$ cat src/rtl/mc_pkg.sv
`default_nettype none
// +----------------------------------------------------------------------+
// | Package : mc_pkg                                                     |
// | Purpose : Shared types and encodings for the multicycle MIPS control |
// |           unit: FSM state enum, opcode constants, ALU control codes, |
// |           ALU-B / next-PC mux encodings and aluop codes.             |
// | Revision: 1.0 - initial release                                      |
// +----------------------------------------------------------------------+
package mc_pkg;

  typedef enum logic [3:0] {
    S_FETCH    = 4'd0,
    S_DECODE   = 4'd1,
    S_MEMADR   = 4'd2,
    S_MEMRD    = 4'd3,
    S_MEMWB    = 4'd4,
    S_MEMWR    = 4'd5,
    S_EXECUTE  = 4'd6,
    S_ALUWB    = 4'd7,
    S_BRANCH   = 4'd8,
    S_ADDIEXEC = 4'd9,
    S_ADDIWB   = 4'd10,
    S_JUMP     = 4'd11,
    S_TRAP     = 4'd12
  } state_t;

  // Opcodes (instruction bits [31:26])
  localparam logic [5:0] c_op_rtype = 6'b000000;
  localparam logic [5:0] c_op_lw    = 6'b100011;
  localparam logic [5:0] c_op_sw    = 6'b101011;
  localparam logic [5:0] c_op_beq   = 6'b000100;
  localparam logic [5:0] c_op_addi  = 6'b001000;
  localparam logic [5:0] c_op_j     = 6'b000010;
  localparam logic [5:0] c_op_lb    = 6'b100000;

  // ALU control encodings
  localparam logic [2:0] c_alu_add = 3'b010;
  localparam logic [2:0] c_alu_sub = 3'b110;
  localparam logic [2:0] c_alu_and = 3'b000;
  localparam logic [2:0] c_alu_or  = 3'b001;
  localparam logic [2:0] c_alu_slt = 3'b111;

  // aluop handed to the funct decoder
  localparam logic [1:0] c_aluop_add   = 2'b00;
  localparam logic [1:0] c_aluop_sub   = 2'b01;
  localparam logic [1:0] c_aluop_funct = 2'b10;

  // ALU B operand select
  localparam logic [1:0] c_srcb_rt     = 2'b00;
  localparam logic [1:0] c_srcb_four   = 2'b01;
  localparam logic [1:0] c_srcb_imm    = 2'b10;
  localparam logic [1:0] c_srcb_imm_sh = 2'b11;

  // Next-PC select
  localparam logic [1:0] c_pcsrc_alu    = 2'b00;
  localparam logic [1:0] c_pcsrc_aluout = 2'b01;
  localparam logic [1:0] c_pcsrc_jump   = 2'b10;

  // States in which the FSM waits on the memory handshake
  function automatic logic is_mem_wait_state(input state_t s);
    return (s == S_FETCH) || (s == S_MEMRD) || (s == S_MEMWR);
  endfunction

endpackage
`default_nettype wire

$ cat src/rtl/mc_controller_aludec.sv
`default_nettype none
// +----------------------------------------------------------------------+
// | Module  : aludec                                                     |
// | Purpose : ALU control decoder. aluop 00 -> add, 01 -> sub, 10 ->     |
// |           decode from the R-type funct field.                        |
// | Ports   : funct[5:0]      in  - instruction bits [5:0]               |
// |           aluop[1:0]      in  - operation class from the FSM         |
// |           alucontrol[2:0] out - ALU operation                        |
// | Revision: 1.0 - initial release                                      |
// +----------------------------------------------------------------------+
module aludec
  import mc_pkg::*;
(
  input  logic [5:0] funct,
  input  logic [1:0] aluop,
  output logic [2:0] alucontrol
);

  always_comb begin
    alucontrol = c_alu_add;
    case (aluop)
      c_aluop_add: alucontrol = c_alu_add;
      c_aluop_sub: alucontrol = c_alu_sub;
      default: begin
        case (funct)
          6'b100000: alucontrol = c_alu_add;
          6'b100010: alucontrol = c_alu_sub;
          6'b100100: alucontrol = c_alu_and;
          6'b100101: alucontrol = c_alu_or;
          6'b101010: alucontrol = c_alu_slt;
          default:   alucontrol = c_alu_and;
        endcase
      end
    endcase
  end

endmodule
`default_nettype wire

$ cat src/rtl/mc_controller.sv
`default_nettype none
// +----------------------------------------------------------------------+
// | Module  : mc_controller                                              |
// | Purpose : Multicycle MIPS control unit. Sequences the shared         |
// |           datapath through per-instruction states, waits on the      |
// |           memory ready handshake and flags illegal opcodes and       |
// |           memory stall overruns.                                     |
// | Config  : MC_LB_EN - when defined, opcode 100000 decodes as LB;      |
// |           otherwise it traps and the byte-access outputs are 0.      |
// | Params  : MEM_WAIT_MAX - stall cycles on one access before           |
// |           mem_timeout is raised (must be >= 1).                      |
// | Ports   : clk, reset (async, active low)                             |
// |           op[5:0], funct[5:0], zero, mem_ready         - inputs      |
// |           iord, irwrite, pcen, memwrite, memtoreg, regdst, regwrite, |
// |           alusrca, alusrcb[1:0], pcsrc[1:0], alucontrol[2:0],        |
// |           readwritetype, chooseextend                  - datapath    |
// |           instr_retired, illegal_op, mem_timeout       - status      |
// | Revision: 1.0 - initial release                                      |
// +----------------------------------------------------------------------+
module mc_controller #(
  parameter int MEM_WAIT_MAX = 15
) (
  input  logic       clk,
  input  logic       reset,
  input  logic [5:0] op,
  input  logic [5:0] funct,
  input  logic       zero,
  input  logic       mem_ready,
  output logic       iord,
  output logic       irwrite,
  output logic       pcen,
  output logic       memwrite,
  output logic       memtoreg,
  output logic       regdst,
  output logic       regwrite,
  output logic       alusrca,
  output logic [1:0] alusrcb,
  output logic [1:0] pcsrc,
  output logic [2:0] alucontrol,
  output logic       readwritetype,
  output logic       chooseextend,
  output logic       instr_retired,
  output logic       illegal_op,
  output logic       mem_timeout
);
  import mc_pkg::*;

  localparam int                 c_cnt_w    = $clog2(MEM_WAIT_MAX + 1);
  localparam logic [c_cnt_w-1:0] c_wait_max = c_cnt_w'(MEM_WAIT_MAX);
  localparam logic [c_cnt_w-1:0] c_cnt_one  = c_cnt_w'(1);

  state_t             r_state;
  logic [c_cnt_w-1:0] r_stall_cnt;
  logic               r_illegal;
  logic               r_timeout;

  state_t     w_next;
  logic       w_iord, w_irwrite, w_pcwrite, w_branch, w_memwrite, w_memtoreg;
  logic       w_regdst, w_regwrite, w_alusrca, w_rwtype, w_chext, w_retired;
  logic [1:0] w_alusrcb, w_pcsrc, w_aluop;
  logic [2:0] w_alucontrol, w_aludec;
  logic       w_is_lb, w_stall;

`ifdef MC_LB_EN
  assign w_is_lb = (op == c_op_lb);
`else
  assign w_is_lb = 1'b0;
`endif

  assign w_aluop = (r_state == S_EXECUTE) ? c_aluop_funct :
                   (r_state == S_BRANCH)  ? c_aluop_sub   : c_aluop_add;

  aludec u_aludec (
    .funct      (funct),
    .aluop      (w_aluop),
    .alucontrol (w_aludec)
  );

  // A memory state with no ready can only stay put, so this alone marks
  // a consecutive stall cycle; anything else clears the counter.
  assign w_stall = is_mem_wait_state(r_state) && !mem_ready;

  always_comb begin
    w_next       = r_state;
    w_iord       = 1'b0;
    w_irwrite    = 1'b0;
    w_pcwrite    = 1'b0;
    w_branch     = 1'b0;
    w_memwrite   = 1'b0;
    w_memtoreg   = 1'b0;
    w_regdst     = 1'b0;
    w_regwrite   = 1'b0;
    w_alusrca    = 1'b0;
    w_rwtype     = 1'b0;
    w_chext      = 1'b0;
    w_retired    = 1'b0;
    w_alusrcb    = c_srcb_rt;
    w_pcsrc      = c_pcsrc_alu;
    w_alucontrol = 3'b000;
    case (r_state)
      S_FETCH: begin
        w_alusrcb    = c_srcb_four;
        w_alucontrol = c_alu_add;
        if (mem_ready) begin
          w_irwrite = 1'b1;
          w_pcwrite = 1'b1;
          w_next    = S_DECODE;
        end
      end
      S_DECODE: begin
        w_alusrcb    = c_srcb_imm_sh;
        w_alucontrol = c_alu_add;
        case (op)
          c_op_lw, c_op_sw: w_next = S_MEMADR;
          c_op_rtype:       w_next = S_EXECUTE;
          c_op_beq:         w_next = S_BRANCH;
          c_op_addi:        w_next = S_ADDIEXEC;
          c_op_j:           w_next = S_JUMP;
          default:          w_next = w_is_lb ? S_MEMADR : S_TRAP;
        endcase
      end
      S_MEMADR, S_ADDIEXEC: begin
        w_alusrca    = 1'b1;
        w_alusrcb    = c_srcb_imm;
        w_alucontrol = c_alu_add;
        if (r_state == S_ADDIEXEC) w_next = S_ADDIWB;
        else                       w_next = (op == c_op_sw) ? S_MEMWR : S_MEMRD;
      end
      S_MEMRD: begin
        w_iord   = 1'b1;
        w_rwtype = w_is_lb;
        w_chext  = w_is_lb;
        if (mem_ready) w_next = S_MEMWB;
      end
      S_MEMWB: begin
        w_memtoreg = 1'b1;
        w_regwrite = 1'b1;
        w_chext    = w_is_lb;
        w_retired  = 1'b1;
        w_next     = S_FETCH;
      end
      S_MEMWR: begin
        w_iord     = 1'b1;
        w_memwrite = 1'b1;
        if (mem_ready) begin
          w_retired = 1'b1;
          w_next    = S_FETCH;
        end
      end
      S_EXECUTE: begin
        w_alusrca    = 1'b1;
        w_alusrcb    = c_srcb_rt;
        w_alucontrol = w_aludec;
        w_next       = S_ALUWB;
      end
      S_ALUWB: begin
        w_regdst   = 1'b1;
        w_regwrite = 1'b1;
        w_retired  = 1'b1;
        w_next     = S_FETCH;
      end
      S_BRANCH: begin
        w_alusrca    = 1'b1;
        w_alusrcb    = c_srcb_rt;
        w_alucontrol = w_aludec;
        w_pcsrc      = c_pcsrc_aluout;
        w_branch     = 1'b1;
        w_retired    = 1'b1;
        w_next       = S_FETCH;
      end
      S_ADDIWB: begin
        w_regwrite = 1'b1;
        w_retired  = 1'b1;
        w_next     = S_FETCH;
      end
      S_JUMP: begin
        w_pcsrc   = c_pcsrc_jump;
        w_pcwrite = 1'b1;
        w_retired = 1'b1;
        w_next    = S_FETCH;
      end
      S_TRAP:  w_next = S_TRAP;
      default: w_next = S_FETCH;
    endcase
  end

  always_ff @(posedge clk or negedge reset) begin
    if (!reset) begin
      r_state     <= S_FETCH;
      r_stall_cnt <= '0;
      r_illegal   <= 1'b0;
      r_timeout   <= 1'b0;
    end else begin
      r_state <= w_next;
      if (w_next == S_TRAP) r_illegal <= 1'b1;
      if (w_stall) begin
        // Saturate; the flag is raised on the stall that reaches the limit.
        if (r_stall_cnt != c_wait_max) begin
          r_stall_cnt <= r_stall_cnt + c_cnt_one;
          if ((r_stall_cnt + c_cnt_one) == c_wait_max) r_timeout <= 1'b1;
        end
      end else begin
        r_stall_cnt <= '0;
      end
    end
  end

  // Reset is asynchronous, so outputs are gated directly by it to silence
  // the datapath in the same instant reset is asserted.
  assign iord          = reset & w_iord;
  assign irwrite       = reset & w_irwrite;
  assign pcen          = reset & (w_pcwrite | (w_branch & zero));
  assign memwrite      = reset & w_memwrite;
  assign memtoreg      = reset & w_memtoreg;
  assign regdst        = reset & w_regdst;
  assign regwrite      = reset & w_regwrite;
  assign alusrca       = reset & w_alusrca;
  assign alusrcb       = reset ? w_alusrcb    : 2'b00;
  assign pcsrc         = reset ? w_pcsrc      : 2'b00;
  assign alucontrol    = reset ? w_alucontrol : 3'b000;
  assign readwritetype = reset & w_rwtype;
  assign chooseextend  = reset & w_chext;
  assign instr_retired = reset & w_retired;
  assign illegal_op    = r_illegal;
  assign mem_timeout   = r_timeout;

endmodule
`default_nettype wire

$ cat config.mk
export PLATFORM = sky130hd
export DESIGN_NAME = mc_controller
export DESIGN_NICKNAME = d
export VERILOG_FILES = /design/src/rtl/mc_pkg.sv /design/src/rtl/mc_controller_aludec.sv /design/src/rtl/mc_controller.sv
export SDC_FILE = /design/constraint.sdc
export NUM_CORES = 1
export LEC_CHECK = 0
export ABC_AREA = 1
export ABC_CLOCK_PERIOD_IN_PS = 2500
export BUFFER_PORTS_ARGS = -buffer_cell sky130_fd_sc_hd__buf_2
export CAP_MARGIN = 5
export CORE_ASPECT_RATIO = 1.25
export CORE_MARGIN = 2
export CORE_UTILIZATION = 52
export DETAILED_ROUTE_END_ITERATION = 10
export PLACE_DENSITY = 0.89
export SLEW_MARGIN = 0
export SYNTH_ARGS = -nofsm -noshare
export SYNTH_HDL_FRONTEND = slang
export SYNTH_HIERARCHICAL = 1
export SYNTH_SLANG_ARGS = --single-unit
$ cat constraint.sdc
create_clock -name clk -period 2.5 [get_ports clk]
set_input_delay 0.375 -clock clk [delete_from_list [all_inputs] [get_ports clk]]
set_output_delay 0.375 -clock clk [all_outputs]
set_load 0.005 [all_outputs]
==> results.cfg <==
[layout]
post_route_cells_drive_above_1_share_pct = 25.74
fin_util_pct = 67.54
antenna_cells = 0
layout.cells.non_filler = 221
synthToLayoutAreaGrowth_pct = 22.65
finalInstanceArea_mm2 = 0.001192
finish.net_count = 221

[clocking]
clock-sinks = 10
cts_tree = done
cts_buffer_depth = 2
numCtsBuffers = 3
cts_repair_resize_count = 0
cts_htree_levels = 1
clk_pin_slew_worst_paths_ps = 70
clock_tree_root = sky130_fd_sc_hd__clkbuf_4
worstSkewPairLatency_ps = 270

[hold_path]
hold_path.class = in2reg

[sta]
clock_skew_ps = 4.169
finalHoldViolations = 0
period_minus_slack_ps = 2109
final.setup.worst_slack_ps = 390.7
setup_violations = 0
final-max-slew-violation-count = 0
layout_worst_path_cycle_share_pct = 84.37
grt_setup_unrepaired = no
fin_tns_setup_ps = 0
max_freq_mhz = 474.1

[synthesis]
synth.cell_area_um2 = 972.2
synth_area_leader_cell = sky130_fd_sc_hd__dfrtp_1
post_synth_mux_area_share_pct = 0
synthesis.yosys.warnings = 6
synth_top_family_by_area = simple AND/OR/NAND/NOR gates
post_synth_main_area_contributors = sky130_fd_sc_hd__dfrtp_1, sky130_fd_sc_hd__nand2_1, sky130_fd_sc_hd__nor2_1, sky130_fd_sc_hd__inv_1, sky130_fd_sc_hd__nand3_1
synth_cell_count_leaders = sky130_fd_sc_hd__nand2_1, sky130_fd_sc_hd__nor2_1, sky130_fd_sc_hd__inv_1
synth_seq_area_share_pct = 25.74
ys_seq_elements = 10
synth_ff_type = sky130_fd_sc_hd__dfrtp_1
postSynth.asyncResetShare_pct = 100.0
synth_compound_gate_area_share_pct = 10.55
yosys.cell_count.top_type = sky130_fd_sc_hd__nand2_1
synthXorXnorAreaFrac_pct = 1.802
synth-edff-count = 0
netlist-cell-type-count = 24
synth_fa_ha_area_share_pct = 2.574
instance_count_of_the_mapped_netlist = 166
yosys.area_share.simple_pct = 45.82
synth_area_per_cell_um2 = 5.857
synthDominantCellAreaShare_pct = 25.74

[setup_path]
worstPathMaxFanout = 14
worstSetupStartpointType = input pin
critPathKind = in2out
critPathArrivalTime_ps = 1730
critPathRequiredTime_ps = 2120
reg2reg_slack_ps = 1150
critPathCaptureType = primary output

[route]
drt-vias-per-instance = 5.294
drt_drc_violations_left = 0
vias = 1170
detail_route.wl_per_cell_um = 10.27
detail_route_antenna_nets = 0
drt-pass1-iter-count = 5
detail_route.iter0.violations = 53
wl_um = 2269

[global_routing]
via_count_of_the_first_global_routing_pass = 1026
gr-usage-all-layers_pct = 22.06
overflow = 0
grt_start_max_net_pins = 15
antenna_found_initial = 0
first_pass_grt_wire_length_um = 3808

[placed_design]
finalWeightedCongestion = 0.9265
dp.final_hpwl_um = 1922
detailed_place.area_mm2 = 0.001146
post-place-cells = 216
dp_slack_ps = 783.4
count_of_input_and_output_buffers = 33

[outcome]
outcome = complete, no violations

[job]
max_cap_viol_count = 0

[power_and_ir_drop]
clock_power_share_pct = 16.4
peakVddDrop_v = 0.0004407
power.share.sequential_pct = 27.9
total_net_switching_power_mw = 0.4190
p_leak_nw = 0.7156
internal_portion_of_total_power_mw = 0.4618
power_switching_share_pct = 47.57
power.density_cell_area_mw_per_mm2 = 738.7
p_comb_share_pct = 55.7

[die]
die_h_um = 52.34
coreArea_mm2 = 0.001765
effective_utilization_at_floorplan_pct = 55.07
die_area_mm2 = 0.002234
i_o_pin_cnt = 36
num_rows = 17
dieWidth_um = 42.68
-- metrics by stage --
stage	hold slack, ps	total power [mW]
detailed placement	269.1	0.7345
global route	389.9	0.9654
CTS	368.6	0.8839
global placement	268.1	0.7165
floorplan	79.41	0.5822
finish	384.9	0.8808
-- cells by family (layout without fill, tap and decap cells) --
kind of cell,count (synthesis),after routing
other cells,1,2
flops,10,10
fa+ha+maj,2,2
simple gates,101,101
compound gates,18,18
xor+xnor,2,2
buf+inv,32,67
-- layer usage --
| metal | GRT usage, % | part of all wire, % | wire length [um] | vias up |
|---|---|---|---|---|
| met4 | 12.50 | 2.7 | 61 | 0 |
| met1 | 23.66 | 39 | 887 | 514 |
| met5 | 0 | 0 | 0 | - |
| li1 | - | - | - | 590 |
| met2 | 41.41 | 51 | 1154 | 57 |
| met3 | 2.069 | 7.3 | 165 | 9 |
-- registers in the layout, summed over array words and instances, names as in the netlist --
name and flops:
r_stall_cnt 4, illegal_op 1, r_state 4, mem_timeout 1
-- critical path, cell delays in order --
cell	delay, ps
sky130_fd_sc_hd__dlygate4sd3_1	520
sky130_fd_sc_hd__buf_2	280
sky130_fd_sc_hd__inv_1	230
sky130_fd_sc_hd__o21ai_0	190
sky130_fd_sc_hd__buf_2	130
-- layout by cell type, fill, tap and decap left out, types with 3 or more instances in the layout --
cell / instances
sky130_fd_sc_hd__clkbuf_4: 3
sky130_fd_sc_hd__o21ai_0: 6
sky130_fd_sc_hd__buf_2: 33
sky130_fd_sc_hd__nand3_1: 17
sky130_fd_sc_hd__nor2_2: 6
sky130_fd_sc_hd__nand2_2: 4
sky130_fd_sc_hd__nor2_1: 33
sky130_fd_sc_hd__a21oi_1: 4
sky130_fd_sc_hd__nand2_1: 37
sky130_fd_sc_hd__dfrtp_1: 10
sky130_fd_sc_hd__inv_1: 27
-- power by group through the flow --
stage / clock [mW] / sequential (mW) / combinational [mW]
4_1_cts: 0.149 / 0.246 / 0.489
6_report: 0.145 / 0.246 / 0.491
2_1_floorplan: 0 / 0.237 / 0.345
5_1_grt: 0.155 / 0.251 / 0.560
3_3_place_gp: 0 / 0.244 / 0.473
3_5_place_dp: 0 / 0.249 / 0.485
-- cell type report --
type | count | area, um^2
multi-input combinational | 125 | 598.1
fill | 165 | 573.1
sequential | 10 | 250.2
timing repair buffer | 34 | 175.2
inverter | 29 | 108.9
clock buffer | 4 | 36.28
tap | 19 | 23.77
-- final timing paths --
path                                 start              to  cells past startpoint
worst max-delay path                 reset   instr_retired                      5
worst min-delay path             mem_ready      r_state[0]                      2
worst max register to register  r_state[0]      illegal_op                      9
worst min register to register  illegal_op      illegal_op                      2
max in group asynchronous            reset      r_state[3]                      2
min in group asynchronous            reset  r_stall_cnt[2]                      2
-- what timing repair did --
| item | in CTS | in global routing |
|---|---|---|
| hold buffers | 1 | 0 |
| hold endpoints to repair | 10 | 0 |
| buffers inserted | 0 | 0 |
Power figures use the tool's default switching activity.
